--- src/rtl/apb_uart_arbiter.sv ---
// Two-requester round-robin arbiter driving a single APB master port.
// One transfer at a time: IDLE -> SETUP -> ACCESS (wait states, timeout) -> RESP.
module apb_uart_arbiter #(
  parameter int APB_ADDR_WIDTH = 8,
  parameter int APB_DATA_WIDTH = 8,
  parameter int TIMEOUT        = 16
) (
  input  logic                        PCLK,
  input  logic                        PRESET,
  input  logic [1:0]                  req_valid,
  input  logic [1:0]                  req_write,
  input  logic [2*APB_ADDR_WIDTH-1:0] req_addr,
  input  logic [2*APB_DATA_WIDTH-1:0] req_wdata,
  output logic [1:0]                  req_ready,
  output logic [1:0]                  rsp_valid,
  output logic [APB_DATA_WIDTH-1:0]   rsp_rdata,
  output logic                        rsp_err,
  output logic                        busy,
  output logic                        PSEL,
  output logic                        PENABLE,
  output logic                        PWRITE,
  output logic [APB_ADDR_WIDTH-1:0]   PADDR,
  output logic [APB_DATA_WIDTH-1:0]   PWDATA,
  input  logic [APB_DATA_WIDTH-1:0]   PRDATA,
  input  logic                        PREADY,
  input  logic                        PSLVERR,
  output logic [1:0]                  fsm_state
);

  localparam int AW = APB_ADDR_WIDTH;
  localparam int DW = APB_DATA_WIDTH;
  localparam logic [7:0] WAIT_LAST = 8'(TIMEOUT - 1);

  typedef enum logic [1:0] {
    IDLE   = 2'd0,
    SETUP  = 2'd1,
    ACCESS = 2'd2,
    RESP   = 2'd3
  } state_t;

  // Handshake: a requester holds req_valid and its fields until it sees a
  // one-cycle req_ready pulse; completion is a one-cycle rsp_valid pulse.
  state_t          state_q, state_d;
  logic            grant_q, grant_d;
  logic            last_q, last_d;
  logic [7:0]      wait_q, wait_d;
  logic            pick;
  logic [1:0]      grant_oh;
  logic            psel_d, penable_d, pwrite_d, rsp_err_d, busy_d;
  logic [AW-1:0]   paddr_d;
  logic [DW-1:0]   pwdata_d, rsp_rdata_d;
  logic [1:0]      req_ready_d, rsp_valid_d;

  assign fsm_state = state_q;
  assign grant_oh  = grant_q ? 2'b10 : 2'b01;

  // On contention the requester not granted last time wins.
  always_comb begin
    if (req_valid == 2'b11) pick = ~last_q;
    else                    pick = req_valid[1];
  end

  always_comb begin
    state_d     = state_q;
    grant_d     = grant_q;
    last_d      = last_q;
    wait_d      = wait_q;
    psel_d      = 1'b0;
    penable_d   = 1'b0;
    pwrite_d    = PWRITE;
    paddr_d     = PADDR;
    pwdata_d    = PWDATA;
    req_ready_d = 2'b00;
    rsp_valid_d = 2'b00;
    rsp_rdata_d = rsp_rdata;
    rsp_err_d   = rsp_err;
    case (state_q)
      IDLE: begin
        if (|req_valid) begin
          state_d     = SETUP;
          grant_d     = pick;
          last_d      = pick;
          pwrite_d    = req_write[pick];
          paddr_d     = pick ? req_addr[2*AW-1:AW]  : req_addr[AW-1:0];
          pwdata_d    = pick ? req_wdata[2*DW-1:DW] : req_wdata[DW-1:0];
          psel_d      = 1'b1;
          req_ready_d = pick ? 2'b10 : 2'b01;
          wait_d      = 8'd0;
        end
      end
      SETUP: begin
        state_d   = ACCESS;
        psel_d    = 1'b1;
        penable_d = 1'b1;
        wait_d    = 8'd0;
      end
      ACCESS: begin
        psel_d    = 1'b1;
        penable_d = 1'b1;
        // PREADY wins over a timeout firing in the same cycle.
        if (PREADY) begin
          state_d     = RESP;
          psel_d      = 1'b0;
          penable_d   = 1'b0;
          rsp_valid_d = grant_oh;
          rsp_rdata_d = PWRITE ? '0 : PRDATA;
          rsp_err_d   = PSLVERR;
        end else if (wait_q == WAIT_LAST) begin
          state_d     = RESP;
          psel_d      = 1'b0;
          penable_d   = 1'b0;
          rsp_valid_d = grant_oh;
          rsp_rdata_d = '0;
          rsp_err_d   = 1'b1;
        end else begin
          wait_d = wait_q + 8'd1;
        end
      end
      RESP: begin
        state_d = IDLE;
      end
      default: state_d = IDLE;
    endcase
    busy_d = (state_d != IDLE);
  end

  always_ff @(posedge PCLK or posedge PRESET) begin
    if (PRESET) begin
      state_q   <= IDLE;
      grant_q   <= 1'b0;
      last_q    <= 1'b1;
      wait_q    <= 8'd0;
      PSEL      <= 1'b0;
      PENABLE   <= 1'b0;
      PWRITE    <= 1'b0;
      PADDR     <= '0;
      PWDATA    <= '0;
      req_ready <= 2'b00;
      rsp_valid <= 2'b00;
      rsp_rdata <= '0;
      rsp_err   <= 1'b0;
      busy      <= 1'b0;
    end else begin
      state_q   <= state_d;
      grant_q   <= grant_d;
      last_q    <= last_d;
      wait_q    <= wait_d;
      PSEL      <= psel_d;
      PENABLE   <= penable_d;
      PWRITE    <= pwrite_d;
      PADDR     <= paddr_d;
      PWDATA    <= pwdata_d;
      req_ready <= req_ready_d;
      rsp_valid <= rsp_valid_d;
      rsp_rdata <= rsp_rdata_d;
      rsp_err   <= rsp_err_d;
      busy      <= busy_d;
    end
  end

endmodule

--- config.mk ---
export PLATFORM = sky130hd
export DESIGN_NAME = apb_uart_arbiter
export DESIGN_NICKNAME = d
export VERILOG_FILES = /design/src/rtl/apb_uart_arbiter.sv
export SDC_FILE = /design/constraint.sdc
export NUM_CORES = 1
export LEC_CHECK = 0
export CORE_MARGIN = 10
export CORE_UTILIZATION = 50
export CTS_BUF_LIST = sky130_fd_sc_hd__clkbuf_4 sky130_fd_sc_hd__clkbuf_8
export DETAILED_ROUTE_END_ITERATION = 10
export DONT_BUFFER_PORTS = 1
export PLACE_DENSITY_LB_ADDON = 0.3
export SLEW_MARGIN = 20
export SYNTH_ARGS = -nofsm -noshare
export SYNTH_HDL_FRONTEND = slang
export SYNTH_SLANG_ARGS = --single-unit
export TNS_END_PERCENT = 20
--- constraint.sdc ---
create_clock -name PCLK -period 3.8 [get_ports PCLK]
set_clock_uncertainty 0.2 [all_clocks]
set_input_delay 0.57 -clock PCLK [delete_from_list [all_inputs] [get_ports PCLK]]
set_output_delay 0.57 -clock PCLK [all_outputs]
set_load 0.05 [all_outputs]
# [Word level (Yosys, flattened, before mapping)]
# Index checks and enable logic that the tools add are counted.
[word_totals] n_memories=0 rom_bits=0 latch_bits=0 ramBits=0 ff_bits=45 inputBits=48 elab_cells=63 out_inout_bits=35
[classes] bitwise_logic=1 n_mux=30 n_eq_ne=8 n_div=0 reduce_logical=8 shifts=0 mul=0 addsub=1 magnitude_cmp=1
[op_table] cell="2-to-1 mux 8 bit" count=8
[op_table] cell="one-hot mux 8 bit (3 select lines)" count=1
[op_table] cell="2-to-1 mux 2 bit" count=10
[op_table] cell="adder 8 x 1 -> 8 bit, second input constant" count=1
[op_table] cell="equality test 8 x 4 -> 1 bit, second input constant" count=1
[op_table] cell="2-to-1 mux 1 bit" count=8
[op_table] cell="one-hot mux 2 bit (4 select lines)" count=1
[op_table] cell="equality test 2 bit, second input constant" count=3
[op_table] cell="inequality test 2 bit, second input constant" count=3
[op_table] cell="AND reduction 2 bit" count=2
[op_table] cell="AND reduction 4 bit" count=1
[op_table] cell="nonzero test 2 bit" count=2
[op_table] cell="one-hot mux 1 bit (3 select lines)" count=1
[op_table] cell="nonzero test 3 bit" count=1
[op_table] cell="equality test 2 x 1 -> 1 bit, second input constant" count=1
[op_table] cell="zero test 2 bit" count=1
[op_table] cell="< comparator 1 x 2 -> 1 bit, second input constant" count=1
[op_table] cell="one-hot mux 1 bit (2 select lines)" count=1
[op_table] cell="OR reduction 2 bit" count=1
[op_table] cell="inverter 1 bit" count=1

# [Depth between registers and ports, before layout]
# Gate-level depths: netlist of run 1.
[logic_depth] word_depth=5 depth_mapped=7 ltp_nobuf=6

# [Worst setup path before layout of run 1]
# Ideal clock, no wire load.
[synth_timing] path_type="reg-to-reg" startpoint="register state_q[0] (netlist: fsm_state[0])" endpoint="register wait_q[7]" required_time_ns=3.518 path_buffers=1 arrival_ns=2.014 setup_time_ns=0.082 synth_period_minus_slack_ns=2.296 path_stages_with_launch=8 path_slack_ns=1.504 path_cell_list="dfrtp_1 > inv_1 > ha_1 > buf_6 > or3b_4 > a211oi_4 > a41oi_1 > a31oi_1"
[synth_between] elab_chain_cells=3 elab_cells_between_ends=9 classes_between="eq/ne (5); mux (1); reduce/logical (3)"
[synth_rtl] element="start: declaration" line_no="43" rtl="state_t state_q, state_d;"
[synth_rtl] element="start signal: assignment" line_no="144" rtl="state_q <= state_d;"
[synth_rtl] element="equality test 2 bit (tied with other cells)" line_no="77" rtl="case (state_q)"
[synth_rtl] element="inequality test 2 bit (no line) or nonzero test 3 bit (tied branches)"
[synth_rtl] element="AND reduction 4 bit (no line)"
[synth_rtl] element="end signal: assignment" line_no="147" rtl="wait_q <= wait_d;"
[synth_rtl] element="end: declaration" line_no="46" rtl="logic [7:0] wait_q, wait_d;"
# Several ways; a longest one is shown, not always the timed one.
# A chain may end at the register's enable or synchronous reset.

# [Final worst setup path of run 1]
[layout_timing] startpoint="register state_q[0] (netlist: fsm_state[0])" endpoint="register wait_q[4]"
# Same word-level chain as after synthesis.

==> metrics.yaml, run 1 <==
status: "complete, no violations"
dp_hpwl_um: 3531
core_area_um2: 4000
synthFlopType: "dfrtp_1"
grt_pass1_vias: 1369
yosys_warnings: 0
setup_ws_ns: 0.8901
finalCritPeriodShare_pct: 76.58
startpoint_type: "register"
fp.dieW_um: 84.16
synth.avg_cell_area_um2: 11.01
vias_per_cell: 5.858
worstMarginPinSlew_ns: 0.9224
power_density_nw_per_um2: 1019
gp_congestion: 0.8410
grt_use_total_pct: 12.89
antenna_left: 0
rows: 23
wl_per_cell_um: 19.90
synth.area.top_cells: "dfrtp_1 (53%), mux2i_1 (8.8%), o21ai_0 (4.4%), nand2_1 (3.8%), ha_1 (3.6%)"
holdWs_ns: 0.1507
synthToLayoutAreaGrowth_pct: 5.957
port-buffer-count: 0
clk_pin_slew_ns: 0.08
synth_most_common_cell: "dfrtp_1"
max_slew_margin_pct: 38.41
diodes: 0
end_kind: "register"
syn-instance-count: 187
drv_cap: 0
grt_pass1_wl_um: 7424
ctsResizeCount: 0
synth_seq_cells: 45
fin_nets: 236
min_period_ns: 2.910
syn_nets: 241
clock.fmax_mhz: 343.7
drv_slew: 0
final.setup.tns_ns: 0
drive_above_1_share_pct: 9.836
irDropWorstVdd_mv: 0.4774
fin_util_pct: 54.52
dpl.cell_count: 225
hold_violations: 0
first_iter_violations: 66
firstDrtPassIters: 4
crit_fanout: 13
cts-root-buf: "clkbuf_8"
ys_top_cells_by_count: "dfrtp_1 (44), nand2_1 (21), mux2i_1 (18), o21ai_0 (18), nor2_1 (9)"
cts.sinks: 45
grt_overflow_total: 0
ys_seq_area_share_pct: 54.77
grt_antenna_before_repair: 0
grt_max_degree: 46
vias: 1365
cts_setup_buffers: 0
setup_viol: 0
crit_arrival_ns: 2.87
rsz0062_at_grt: "false"
hold_class: "input pin to async pin"
path_class: "register to register"
syn_area_um2: 2058
clock_path_buffers: 2
drc_errors: 0
synth_edf_count: 0
pre_cts_slack_ns: 0.9019
numCtsBuffers: 5
yosys.area.top_type: "dfrtp_1"
clkLatencyLatePin_ns: 0.30
die_h_um: 84.16
synth_top_area_share_pct: 53.50
cp.required_ns: 3.76
initial_core_util_pct: 51.45
dieArea_um2: 7083
cts_tree: "done"
pin_count: 83
hold_buffers: 0
synth_cell_types: 33
htreeDepth: 2
synth-async-reset-ratio_pct: 100.0
drt_wl_total_um: 4637
layoutNonFillerInstCount: 233
power.leakage_nw: 1.033
placed cells by master, fill, tap and decap left out, types with 2 or more instances in the layout:
master    instances
dfrtp_1          44
nand2_1          21
mux2i_1          18
o21ai_0          17
nor2_1            9
a22o_1            8
inv_1             7
a21oi_1           7
a31oi_1           7
ha_1              6
clkbuf_8          6
and3_1            3
and2_1            3
or2b_1            3
a41oi_1           3
a21o_1            3
nand3_1           2
report_power, final:
| part | total [mW] | switching (mW) | internal (mW) | leakage (nW) |
|---|---|---|---|---|
| Sequential | 1.41 | 0.748 | 0.663 | 0.572 |
| Clock | 0.312 | 0.158 | 0.155 | 0.0479 |
| Combinational | 0.497 | 0.282 | 0.215 | 0.413 |
final cells by class:
class	count	area [um2]
clock buffers	7	90.09
clock inverters	1	7.507
fillers	356	1819
inverters	8	30.03
multi-input cells	122	863.3
flip-flops and latches	45	1127
well taps	50	62.56
logic make-up after synthesis:
kind of cell / synth area share, %
AO/OA/AOI/OAI: 16.54
AND/OR/NAND/NOR: 11.92
flip-flops: 54.77
buffers and inverters: 4.377
multiplexers: 8.754
adder cells (fa/ha/maj): 3.647
registers in the layout, indices dropped and copies added (netlist names):
name and flops:
fsm_state 2, wait_q 8, rsp_rdata 8, PWRITE 1, rsp_valid 2, busy 1, PENABLE 1, last_q 1
PSEL 1, PWDATA 8, grant_q 1, rsp_err 1, req_ready 2, PADDR 8
worst max-delay path, stage by stage (launching register included):
cell      delay [ns]
dfrtp_1         0.71
inv_1           0.21
ha_1            0.39
and4_2          0.29
a21boi_2        0.45
and2_1          0.39
a31oi_1         0.14
layer usage:
layer | GRT usage (%) | routed length, um | vias up
met2 | 20.75 | 2242 | 65
met1 | 14.38 | 1878 | 649
met5 | 0 | 0 | -
met3 | 5.894 | 447 | 7
met4 | 5.479 | 68 | 0
li1 | - | - | 644
final timing paths:
check | start | endpoint | slack [ns] | cells past startpoint
hold / removal | PRESET | rsp_rdata[3] | 0.15 | 1
max in group asynchronous | PRESET | PWDATA[1] | 2.67 | 1
min in group PCLK | PRDATA[3] | rsp_rdata[3] | 0.20 | 1
setup reg to reg | fsm_state[0] | wait_q[4] | 0.89 | 6
hold reg to reg | grant_q | rsp_valid[0] | 0.27 | 1
setup / recovery | fsm_state[0] | wait_q[4] | 0.89 | 6
stage by stage:
step / instance area, um2 / power [mW]
2_1_floorplan: 2058 / 1.799
3_3_place_gp: 2068 / 1.893
3_5_place_dp: 2068 / 1.929
4_1_cts: 2166 / 2.237
5_1_grt: 2181 / 2.359
6_report: 2181 / 2.221
(Power assumes the default switching activity.)
==> inputs of run 2 (changes only) <==
==> constraint.sdc (replaced) <==
create_clock -name PCLK -period 2.9 [get_ports PCLK]
set_clock_uncertainty 0.2 [all_clocks]
set_input_delay 0.435 -clock PCLK [delete_from_list [all_inputs] [get_ports PCLK]]
set_output_delay 0.435 -clock PCLK [all_outputs]
set_load 0.05 [all_outputs]
==> metrics.yaml, run 2 (synthesis gave the netlist of run 1 again) <==
grt_antenna_before_repair: 0
r2r_slack_ns: 0.48
nFillCells: 347
die_h_um: 84.16
cp.depth: 6
layoutNonFillerInstCount: 236
worstMarginPinSlew_ns: 0.9195
ctsResizeCount: 0
holdWs_ns: 0.01377
min_period_ns: 2.418
r2r-end: "wait_q[4]"
initial_core_util_pct: 51.45
hold_buffers: 0
power.leakage_nw: 1.053
core_area_um2: 4000
multiInputGateArea_um2: 848.3
drive_above_1_share_pct: 11.29
drt_wl_total_um: 4738
status: "complete, no violations"
final.setup.tns_ns: 0
grt_overflow_total: 0
gp_congestion: 0.7325
grt_max_degree: 46
fin_nets: 240
cp_cell_sequence: "inv_1 > ha_1 > and4_2 > a21boi_2 > and2_1 > a31oi_1"
max_stage_delay_ns: 0.46
cp_num_buf_inv: 1
htreeDepth: 2
irDropWorstVdd_mv: 0.5950
dieArea_um2: 7083
clkLatencyLatePin_ns: 0.30
rows: 23
clock_path_buffers: 2
fin_area_um2: 2202
cts_setup_buffers: 0
vias_per_cell: 5.856
diodes: 0
dp_hpwl_um: 3561
pre_cts_slack_ns: 0.5052
drv_cap: 0
grt_pass1_wl_um: 7776
clock.fmax_mhz: 413.5
dpl.cell_count: 229
crit_fanout: 13
drv_slew: 0
mostFrequentLayoutCell: "dfrtp_1"
crit_arrival_ns: 2.38
clk_pin_slew_ns: 0.08
path_delay_family: "simple AND/OR/NAND/NOR gates"
vias: 1382
cp.required_ns: 2.86
hold_class: "input pin to async pin"
mostFrequentLayoutCells: "dfrtp_1 (44), nand2_1 (21), mux2i_1 (18)"
path_class: "register to register"
drc_errors: 0
end_kind: "register"
numCtsBuffers: 5
grt_use_total_pct: 13.29
placed_cell_area_um2: 2098
r2r_start: "fsm_state[0]"
wl_per_cell_um: 20.08
first_iter_violations: 79
cts_tree: "done"
startpoint_type: "register"
fp.dieW_um: 84.16
power_density_nw_per_um2: 1351
setup_viol: 0
rsz0062_at_grt: "false"
regArea_um2: 1127
ff2ff_path_depth: 6
synthToLayoutAreaGrowth_pct: 6.991
grt_pass1_vias: 1512
cp_slowest_cell: "a21boi_2"
cts.sinks: 45
hold_violations: 0
pin_count: 83
max_slew_margin_pct: 38.61
port-buffer-count: 0
antenna_left: 0
cts-root-buf: "clkbuf_8"
firstDrtPassIters: 4
setup_ws_ns: 0.4818
finalCritPeriodShare_pct: 83.39
## run 2: worst max-delay path by stage
stage            startpoint        end  slack [ns]
5_1_grt        fsm_state[0]  wait_q[4]        0.31
4_1_cts        fsm_state[0]  wait_q[4]        0.50
3_5_place_dp   fsm_state[0]  wait_q[2]        0.51
2_1_floorplan  fsm_state[0]  wait_q[7]        0.60
6_report       fsm_state[0]  wait_q[4]        0.48
3_3_place_gp   fsm_state[0]  wait_q[4]        0.67
## run 2: area by class of cell
type	instances	share of cell area [%]
Timing Repair Buffer	4	1.364
Inverter	8	1.364
Clock inverter	2	1.591
Multi-Input combinational cell	122	38.52
Tap cell	50	2.841
Clock buffer	5	3.125
Sequential cell	45	51.19
## run 2: layer usage
metal / share of wire [%] / vias to the layer above / global-route usage [%]
li1: - / 654 / -
met5: 0 / - / 0
met1: 38 / 641 / 14.22
met3: 12 / 6 / 7.729
met4: 1.3 / 0 / 4.871
met2: 49 / 81 / 21.30
## run 2: worst reg2reg max path: stages (launching register included)
cell and delay [ns]:
dfrtp_1 0.35, inv_1 0.09, ha_1 0.34, and4_2 0.30
a21boi_2 0.46, and2_1 0.40, a31oi_1 0.15
## run 2: report_power, final
group / internal (mW) / switching, mW
Clock: 0.250 / 0.199
Combinational: 0.304 / 0.437
Sequential: 0.870 / 0.916
## run 2: per-stage QoR
step           total power, mW  utilization, %
3_5_place_dp             2.560           52.46
3_3_place_gp             2.504           52.46
4_1_cts                  3.011           55.05
5_1_grt                  3.153           55.05
6_report                 2.976           55.05
2_1_floorplan            2.357               -
